<file path="config.mk">
export PLATFORM = sky130hd
export DESIGN_NAME = nibble_packer
export DESIGN_NICKNAME = d
export VERILOG_FILES = /design/src/rtl/nibble_packer_pkg.sv /design/src/rtl/nibble_fifo2.sv /design/src/rtl/nibble_packer.sv
export SDC_FILE = /design/constraint.sdc
export NUM_CORES = 1
export LEC_CHECK = 0
export ABC_AREA = 1
export BUFFER_PORTS_ARGS = -buffer_cell sky130_fd_sc_hd__clkbuf_2
export CORE_ASPECT_RATIO = 0.5
export CORE_MARGIN = 3
export CORE_UTILIZATION = 50
export DETAILED_ROUTE_END_ITERATION = 16
export PLACE_DENSITY = 0.65
export SLEW_MARGIN = 0
export SYNTH_ARGS = -nofsm -noshare
export SYNTH_HDL_FRONTEND = slang
export SYNTH_SLANG_ARGS = --single-unit
</file>
<file path="constraint.sdc">
create_clock -name clk -period 3.15 [get_ports clk]
set_clock_uncertainty 0.2 [all_clocks]
set_input_delay 0.63 -clock clk [delete_from_list [all_inputs] [get_ports clk]]
set_output_delay 0.63 -clock clk [all_outputs]
set_load 0.01 [all_outputs]
</file>
<file path="src/rtl/nibble_packer_pkg.sv">
// nibble_packer_pkg
//   Shared definitions for the nibble packer slice.
//   - fifo_state_e    : occupancy state of the two-entry output FIFO
//   - NIB_W           : width of one input nibble
//   - NIBBLES_DEFAULT : default number of nibbles per packed word
//   Optional feature macro used by the slice: NIBBLE_PACKER_PARITY_EN
package nibble_packer_pkg;

    typedef enum logic [1:0] {
        EMPTY = 2'd0,
        ONE   = 2'd1,
        FULL  = 2'd2
    } fifo_state_e;

    localparam int NIB_W           = 4;
    localparam int NIBBLES_DEFAULT = 4;

endpackage

</file>
<file path="src/rtl/nibble_fifo2.sv">
// nibble_fifo2
//   Two-entry FIFO that buffers completed words for the consumer.
//   The head entry drives the outputs directly from flops, so nothing on the
//   input side reaches out_data/out_valid combinationally.
//   A push that arrives while both entries are occupied and the consumer is
//   not draining is dropped and raises a sticky overflow flag.
//
//   Ports:
//     clk       in   clock, rising edge
//     rst       in   asynchronous active-high reset
//     in_valid  in   push request (one completed word)
//     in_data   in   word to push            [WIDTH-1:0]
//     out_ready in   consumer accepts the head entry this cycle
//     out_data  out  head entry, registered  [WIDTH-1:0]
//     out_valid out  FIFO not empty, registered
//     overflow  out  sticky, set when a push is dropped
module nibble_fifo2
    import nibble_packer_pkg::*;
#(
    parameter int WIDTH = 16
) (
    input  logic             clk,
    input  logic             rst,
    input  logic             in_valid,
    input  logic [WIDTH-1:0] in_data,
    input  logic             out_ready,
    output logic [WIDTH-1:0] out_data,
    output logic             out_valid,
    output logic             overflow
);

    fifo_state_e      state;
    logic [WIDTH-1:0] head_reg;
    logic [WIDTH-1:0] tail_reg;
    logic             valid_reg;
    logic             overflow_reg;
    logic             pop;

    assign pop       = valid_reg && out_ready;
    assign out_data  = head_reg;
    out_valid_assign: assert property (@(posedge clk) disable iff (rst) valid_reg == (state != EMPTY));
    assign out_valid = valid_reg;
    assign overflow  = overflow_reg;

    // Occupancy FSM plus the two storage slots. The head slot always holds the
    // oldest word; when it drains, the tail slot (if occupied) moves forward.
    // A simultaneous push and pop keeps the occupancy unchanged in every state,
    // including FULL where the pop frees the slot the push needs.
    always_ff @(posedge clk or posedge rst) begin
        if (rst) begin
            state        <= EMPTY;
            head_reg     <= '0;
            tail_reg     <= '0;
            valid_reg    <= 1'b0;
            overflow_reg <= 1'b0;
        end else begin
            case (state)
                EMPTY: begin
                    if (in_valid) begin
                        head_reg  <= in_data;
                        valid_reg <= 1'b1;
                        state     <= ONE;
                    end
                end
                ONE: begin
                    if (in_valid && pop) begin
                        head_reg <= in_data;
                    end else if (in_valid) begin
                        tail_reg <= in_data;
                        state    <= FULL;
                    end else if (pop) begin
                        valid_reg <= 1'b0;
                        state     <= EMPTY;
                    end
                end
                FULL: begin
                    if (in_valid && pop) begin
                        head_reg <= tail_reg;
                        tail_reg <= in_data;
                    end else if (pop) begin
                        head_reg <= tail_reg;
                        state    <= ONE;
                    end else if (in_valid) begin
                        overflow_reg <= 1'b1;
                    end
                end
                default: begin
                    valid_reg <= 1'b0;
                    state     <= EMPTY;
                end
            endcase
        end
    end

endmodule

</file>
<file path="src/rtl/nibble_packer.sv">
// nibble_packer
//   Packs a stream of 4-bit nibbles LSB-first into NIBBLES-nibble words and
//   hands completed words to a two-entry FIFO (nibble_fifo2).
//
//   Ports:
//     clk        in   clock, rising edge
//     rst        in   asynchronous active-high reset
//     en         in   nibble strobe; data_in sampled when high
//     data_in    in   nibble                       [3:0]
//     flush      in   discard the partial word (wins over en)
//     word       out  head-of-FIFO packed word     [WORD_W-1:0]
//     word_valid out  word holds valid data
//     word_ready in   consumer accepts word this cycle
//     overflow   out  sticky, set when a completed word is dropped
//     word_par   out  XOR of all bits of word (only with NIBBLE_PACKER_PARITY_EN)
//
//   Build option: define NIBBLE_PACKER_PARITY_EN to add word_par, stored
//   alongside each FIFO entry.
module nibble_packer
    import nibble_packer_pkg::*;
#(
    parameter int NIBBLES = NIBBLES_DEFAULT,
    parameter int WORD_W  = NIB_W * NIBBLES
) (
    input  logic              clk,
    input  logic              rst,
    input  logic              en,
    input  logic [NIB_W-1:0]  data_in,
    input  logic              flush,
    output logic [WORD_W-1:0] word,
    output logic              word_valid,
    input  logic              word_ready,
    output logic              overflow
`ifdef NIBBLE_PACKER_PARITY_EN
    ,
    output logic              word_par
`endif
);

    localparam int               CNT_W    = (NIBBLES > 1) ? $clog2(NIBBLES) : 1;
    localparam logic [CNT_W-1:0] LAST_NIB = CNT_W'(NIBBLES - 1);

    logic [CNT_W-1:0]  nib_cnt;
    logic [WORD_W-1:0] asm_reg;
    logic [WORD_W-1:0] asm_next;
    logic              capture;
    logic              push;

    assign capture = en && !flush;
    assign push    = capture && (nib_cnt == LAST_NIB);

    // The assembly register with the incoming nibble dropped into the slot
    // selected by the counter. On the last nibble this is the completed word
    // handed to the FIFO, so the final nibble is included without a delay.
    always_comb begin
        asm_next = asm_reg;
        for (int k = 0; k < NIBBLES; k++) begin
            if (nib_cnt == CNT_W'(k)) begin
                asm_next[k*NIB_W +: NIB_W] = data_in;
            end
        end
    end

    // Counter and assembly register. Completing a word wraps straight back to
    // slot 0 so back-to-back words need no idle cycle; the register is cleared
    // at that point so a stale word never leaks into the next one.
    always_ff @(posedge clk or posedge rst) begin
        if (rst) begin
            nib_cnt <= '0;
            asm_reg <= '0;
        end else if (flush) begin
            nib_cnt <= '0;
            asm_reg <= '0;
        end else if (en) begin
            if (push) begin
                nib_cnt <= '0;
                asm_reg <= '0;
            end else begin
                nib_cnt <= nib_cnt + CNT_W'(1);
                asm_reg <= asm_next;
            end
        end
    end

`ifdef NIBBLE_PACKER_PARITY_EN
    // Parity rides as an extra top bit of each FIFO entry, so it is stored per
    // entry and comes out of reset as 0 together with the word.
    localparam int FIFO_W = WORD_W + 1;

    logic [FIFO_W-1:0] fifo_in;
    logic [FIFO_W-1:0] fifo_out;

    assign fifo_in  = {^asm_next, asm_next};
    assign word     = fifo_out[WORD_W-1:0];
    assign word_par = fifo_out[WORD_W];
`else
    localparam int FIFO_W = WORD_W;

    logic [FIFO_W-1:0] fifo_in;
    logic [FIFO_W-1:0] fifo_out;

    assign fifo_in = asm_next;
    assign word    = fifo_out;
`endif

    nibble_fifo2 #(
        .WIDTH (FIFO_W)
    ) u_fifo (
        .clk       (clk),
        .rst       (rst),
        .in_valid  (push),
        .in_data   (fifo_in),
        .out_ready (word_ready),
        .out_data  (fifo_out),
        .out_valid (word_valid),
        .overflow  (overflow)
    );

endmodule

</file>
Word-level counts from Yosys, hierarchy flattened
Cells that the tools add are included.
{ "word_totals": {"register_bits": 54, "input_bits": 9, "elab_cells": 71} }
{ "classes": {"addsub": 1, "n_eq_ne": 16, "muxes": 29, "n_bitwise": 3, "n_reduce_logical": 15} }
{ "ops": {"columns": ["cell", "count"], "rows": [
  ["$mux W16", 8],
  ["$pmux W16 S3", 1],
  ["$pmux W16 S2", 1],
  ["$mux W2", 9],
  ["$mux W4", 4],
  ["$ne A2 B1 Y1 const B", 6],
  ["$reduce_and A4 Y1", 3],
  ["$reduce_and A5 Y1", 2],
  ["$eq A2 B2 Y1 const B", 3],
  ["$ne A2 B2 Y1 const B", 3],
  ["$ne A3 B1 Y1 const B", 2],
  ["$pmux W2 S3", 1],
  ["$eq A2 B1 Y1 const B", 2],
  ["$logic_and A1 B1 Y1", 4],
  ["$logic_not A2 Y1", 2],
  ["$mux W1", 4],
  ["$reduce_bool A2 Y1", 2],
  ["$not A1 Y1", 3],
  ["$pmux W1 S3", 1],
  ["$reduce_bool A3 Y1", 1],
  ["$add A2 B1 Y2 const B", 1],
  ["$logic_not A1 Y1", 1]
]} }

Longest topological paths before layout
{ "logic_depth": {"depth_word": 6, "depth_mapped": 9, "ltp_nobuf": 8} }

Hierarchy
Synthesis repeated with hierarchy kept, for this count alone.
{ "hier_totals": {"cells_unflattened": 363, "area_unflattened_um2": 2707.6} }
{ "by_module_without_submodules": {"columns": ["module", "instances", "cells_each", "area_per_inst_um2", "seq_area_each_um2"], "rows": [
  ["nibble_fifo2", 1, 229, 1773.0, 900.9],
  ["nibble_packer", 1, 134, 934.6, 450.4]
]} }

Worst setup path before layout
OpenSTA, ideal clock, no wires.
{ "synth_path": {"path_kind": "input to register", "startpoint": "in flush", "endpoint": "reg u_fifo.head_reg[10], in the netlist u_fifo.out_data[10]", "setup_ps": 117, "arrival_time_ps": 1369, "slack_ps": 1464, "cell_stages": 9, "cell_sequence": "inv_1 > nand3_2 > inv_2 > nand2_4 > nand2_8 > nand2_4 > buf_6 > nand2_1 > nand2_1"} }
{ "synth_via": {"elab_chain_len": 6, "word_cells_on_any_way": 10, "classes_between": "eq/ne (3); mux (2); reduce/logical (5)"} }
{ "synth_rtl": {"columns": ["item", "line_no", "source"], "rows": [
  ["start, declared", "nibble_packer.sv:29", "input logic flush,"],
  ["$logic_not A1 Y1 (*)", "nibble_packer.sv:49", "assign capture = en && !flush;"],
  ["$logic_and A1 B1 Y1 (*)", "nibble_packer.sv:49", null],
  ["$logic_and A1 B1 Y1 (*)", "nibble_packer.sv:50", "assign push = capture && (nib_cnt == LAST_NIB);"],
  ["$logic_and A1 B1 Y1", "nibble_fifo2.sv:66, nibble_fifo2.sv:77", null],
  ["$ne A3 B1 Y1 (no source line) (tied with other cells)", null, null],
  ["$reduce_and A4 Y1 (no source line) / $pmux W16 S3 (equally long branches)", null, null],
  ["end signal, assigned", "nibble_fifo2.sv:67", "head_reg <= in_data;"],
  ["end signal, assigned", "nibble_fifo2.sv:78", "head_reg <= tail_reg;"],
  ["end signal, assigned", "nibble_fifo2.sv:81", "head_reg <= tail_reg;"],
  ["end, declared", "nibble_fifo2.sv:33", "logic [WIDTH-1:0] head_reg;"]
]} }
Mark *: on every way between the ends. The rest lies on a longest branch, timed or not.
A chain may end at the register's enable or synchronous reset.

Final worst setup path
{ "layout_path": {"startpoint": "reg nib_cnt[0]", "endpoint": "reg asm_reg[12]"} }
{ "layout_via": {"elab_chain_len": 5, "word_cells_on_any_way": 6, "classes_between": "eq/ne (1); mux (4); reduce/logical (1)"} }
{ "layout_rtl": {"columns": ["item", "line_no", "source"], "rows": [
  ["start, declared", "nibble_packer.sv:43", "logic [CNT_W-1:0] nib_cnt;"],
  ["start signal, assigned", "nibble_packer.sv:79", "nib_cnt <= nib_cnt + CNT_W'(1);"],
  ["$eq A2 B2 Y1 (*)", "nibble_packer.sv:50, nibble_packer.sv:58", null],
  ["$mux W4 / $logic_and A1 B1 Y1 (equally long branches)", "nibble_packer.sv:58, nibble_packer.sv:50", null],
  ["$mux W16 (*)", "nibble_packer.sv:75", "if (push) begin"],
  ["$mux W16 (*)", "nibble_packer.sv:74", "end else if (en) begin"],
  ["$mux W16 (*)", "nibble_packer.sv:71", "end else if (flush) begin"],
  ["end signal, assigned", "nibble_packer.sv:80", "asm_reg <= asm_next;"],
  ["end, declared", "nibble_packer.sv:44", "logic [WORD_W-1:0] asm_reg;"]
]} }
Mark *: on every way between the ends. The rest lies on a longest branch, timed or not. The select of a mux whose other input is x is not followed.

==> results by group <==
Timing
  – Setup_tns: 0 ps
  – Setup violations, final: 0
  – Period utilisation layout: 0.6296
  – Crit path time final: 1983 ps
  – Final Max Slew Viols: 0
  – Least-Margin Pin Slew: 759.3 ps
  – Hold Worst Slack: 205.1 ps
  – RSZ-0062 raised after global routing: false
  – Slew headroom: 0.4937
  – Achievable Freq: 504.2 MHz
  – Final worst slack: 1167 ps
  – Hold Violations, Final: 0

Power
  – Leakage power: 1.508 nW
  – Overall power: 0.001923 W
  – Cell Int Power: 0.001323 W
  – Clock power frac: 0.288
  – Flop pwr share: 0.469
  – PwrDens: 644.1 nW/µm²
  – Combinational Power Share: 0.243
  – Worst vdd ir: 284.3 µV
  – P_sw: 0.0005996 W
  – Sw frac: 0.3118

Layout
  – Finished Core Util: 0.5891
  – Area of the multi-input gates: 1046 µm²
  – Diodes inserted: 0
  – Share of cells above drive strength 1: 0.1948
  – Register Area: 1351 µm²
  – Final nets: 361
  – Fillers: 478
  – Layout overhead on the synthesized area: 10.62%

Worst setup path
  – R2R cell count: 6
  – WP data required: 3210 ps
  – Crit Path Category: register to register
  – Worst r2r src: nib_cnt[0]
  – Crit path launch: nib_cnt[0]
  – CP Capture Point: asm_reg[12]
  – Crit path DAT: 2040 ps
  – Maximum fanout along the worst path: 13
  – CP endpoint kind: register
  – Flop2flop setup slack: 1170 ps
  – Critical Path Start Type: register
  – Reg2Reg Capture Point: asm_reg[12]

CTS
  – H-tree Lvls: 2
  – CTS Buffer Depth: 2
  – Hold buffers post-CTS: 0
  – Clock sink count: 54
  – CTS tree: built
  – Clk Latency, worst-skew pair: 310 ps
  – Clk slew on worst S/H paths: 100 ps
  – # resized after CTS: 0
  – Root buffer selected by CTS: clkbuf_8
  – Cts bufs inserted: 5
  – Post-CTS Setup Bufs: 0

Run status
  – Status: completed

Route
  – Routed wire per std cell: 12.86 µm
  – DR DRC count: 0
  – Initial DRC count: 194
  – Vias: 2073
  – Via/cell ratio: 4.947
  – Routed Antenna Nets: 0
  – Total wire length: 5.388 mm
  – Drt pass-1 iters: 4

Global route
  – Number of global-route vias before repair: 1843
  – Initial antenna violation count: 0
  – First-pass GRT wire length: 9.370 mm
  – Largest net degree at the start of global routing: 36
  – Gr ovfl total: 0
  – GR Util All Layers: 0.1907

Yosys
  – Synth area leader: dfrtp_1
  – Ys async rst share: 1.000
  – Yosys warns: 0
  – Post-synthesis average cell area: 8.356 µm²
  – Syn Nets: 336
  – Top FF cell, synth: dfrtp_1
  – Most frequent cell after synthesis: nand2_1
  – Synth unique cells: 24
  – Netlist Area Pre-Place: 2699 µm²
  – Commonest cells in the synthesized netlist: nand2_1 (104), dfrtp_1 (54), inv_1 (52)
  – Mapped Cells: 323
  – Post-synth EDFFs: 0
  – Synth Register Bits: 54
  – Synth top area share: 0.5007
  – Seq/Total Area, Yosys: 0.5007
  – Ranking of synthesized cells by area: dfrtp_1 (50%), nand2_1 (14%), inv_1 (7.2%)

Floorplan
  – Die area: 6369 µm²
  – CORE AREA: 5067 µm²
  – I/O pin cnt: 27
  – Cell Rows: 18
  – Die X: 109.9 µm
  – Starting density of the core: 0.5326
  – Die height: 57.95 µm

Placed design
  – Pre-CTS setup slack: 1162 ps
  – Dpl hpwl: 3.897 mm
  – IO buf count: 26
  – Routability congestion estimate from global placement: 0.8821

Run
  – Max-cap violations: 0

Worst hold path
  – Worst min path class: primary input to asynchronous set/reset pin
metal layers:
layer	global-route usage	share of wire
met5	0	0
met4	0.03197	0.0033
met3	0.04672	0.057
met2	0.2612	0.40
met1	0.3065	0.54
power by group through the flow:
stage                     combinational, W  sequential, W  clock [W]
final                             0.000467       0.000902   0.000553
after global routing              0.000539       0.000921   0.000599
after CTS                         0.000475       0.000903   0.000566
after detailed placement          0.000472       0.000917          0
after global placement            0.000463       0.000911          0
after floorplan                   0.000263       0.000957          0
cells in the final DEF (no fill, tap or decap), drive strengths merged:
cell	instances
buf	3
inv	56
ha	4
dfrtp	54
nand4	1
nand3	21
o21ai	48
nor2	3
clkinv	1
o211ai	1
o21bai	1
o22ai	12
nand2	110
clkbuf	31
bufinv	2
a21oi	1
critical path, stage by stage, from the launching register on:
cell     delay (ps)
dfrtp_1         440
ha_1            310
inv_1           150
nand3_1         410
nand2_1         290
nand2_1          80
inv_1            50
area by class of cell:
cell class | instances | area share
Timing Repair Buffer | 29 | 0.05113
Tap cell | 70 | 0.02934
Clock inverter | 3 | 0.02305
Clock buffer | 5 | 0.02305
Sequential cell | 54 | 0.4526
Inverter | 56 | 0.07041
Multi-Input combinational cell | 202 | 0.3504
cells by family after synthesis:
kind of cell	share of synthesized area
buffers and inverters	0.1117
AND/OR/NAND/NOR	0.2211
flip-flops	0.5007
adder cells (fa/ha/maj)	0.01855
AO/OA/AOI/OAI	0.1479
per-stage QoR:
| stage | area, µm² | instances |
|---|---|---|
| 6_report | 2985 | 419 |
| 5_1_grt | 2985 | 419 |
| 4_1_cts | 2985 | 419 |
| 3_5_place_dp | 2848 | 411 |
| 3_3_place_gp | 2848 | 411 |
| 2_1_floorplan | 2699 | 323 |
worst min path at each step:
stage | start | end | slack (ps)
2_1_floorplan | asm_reg[12] | asm_reg[12] | 240
3_3_place_gp | u_fifo.out_data[13] | u_fifo.out_data[13] | 250
3_5_place_dp | asm_reg[13] | asm_reg[13] | 250
4_1_cts | rst | u_fifo.out_data[11] | 240
5_1_grt | rst | u_fifo.out_data[4] | 270
6_report | rst | u_fifo.out_data[11] | 210
(Power assumes the default switching activity.)
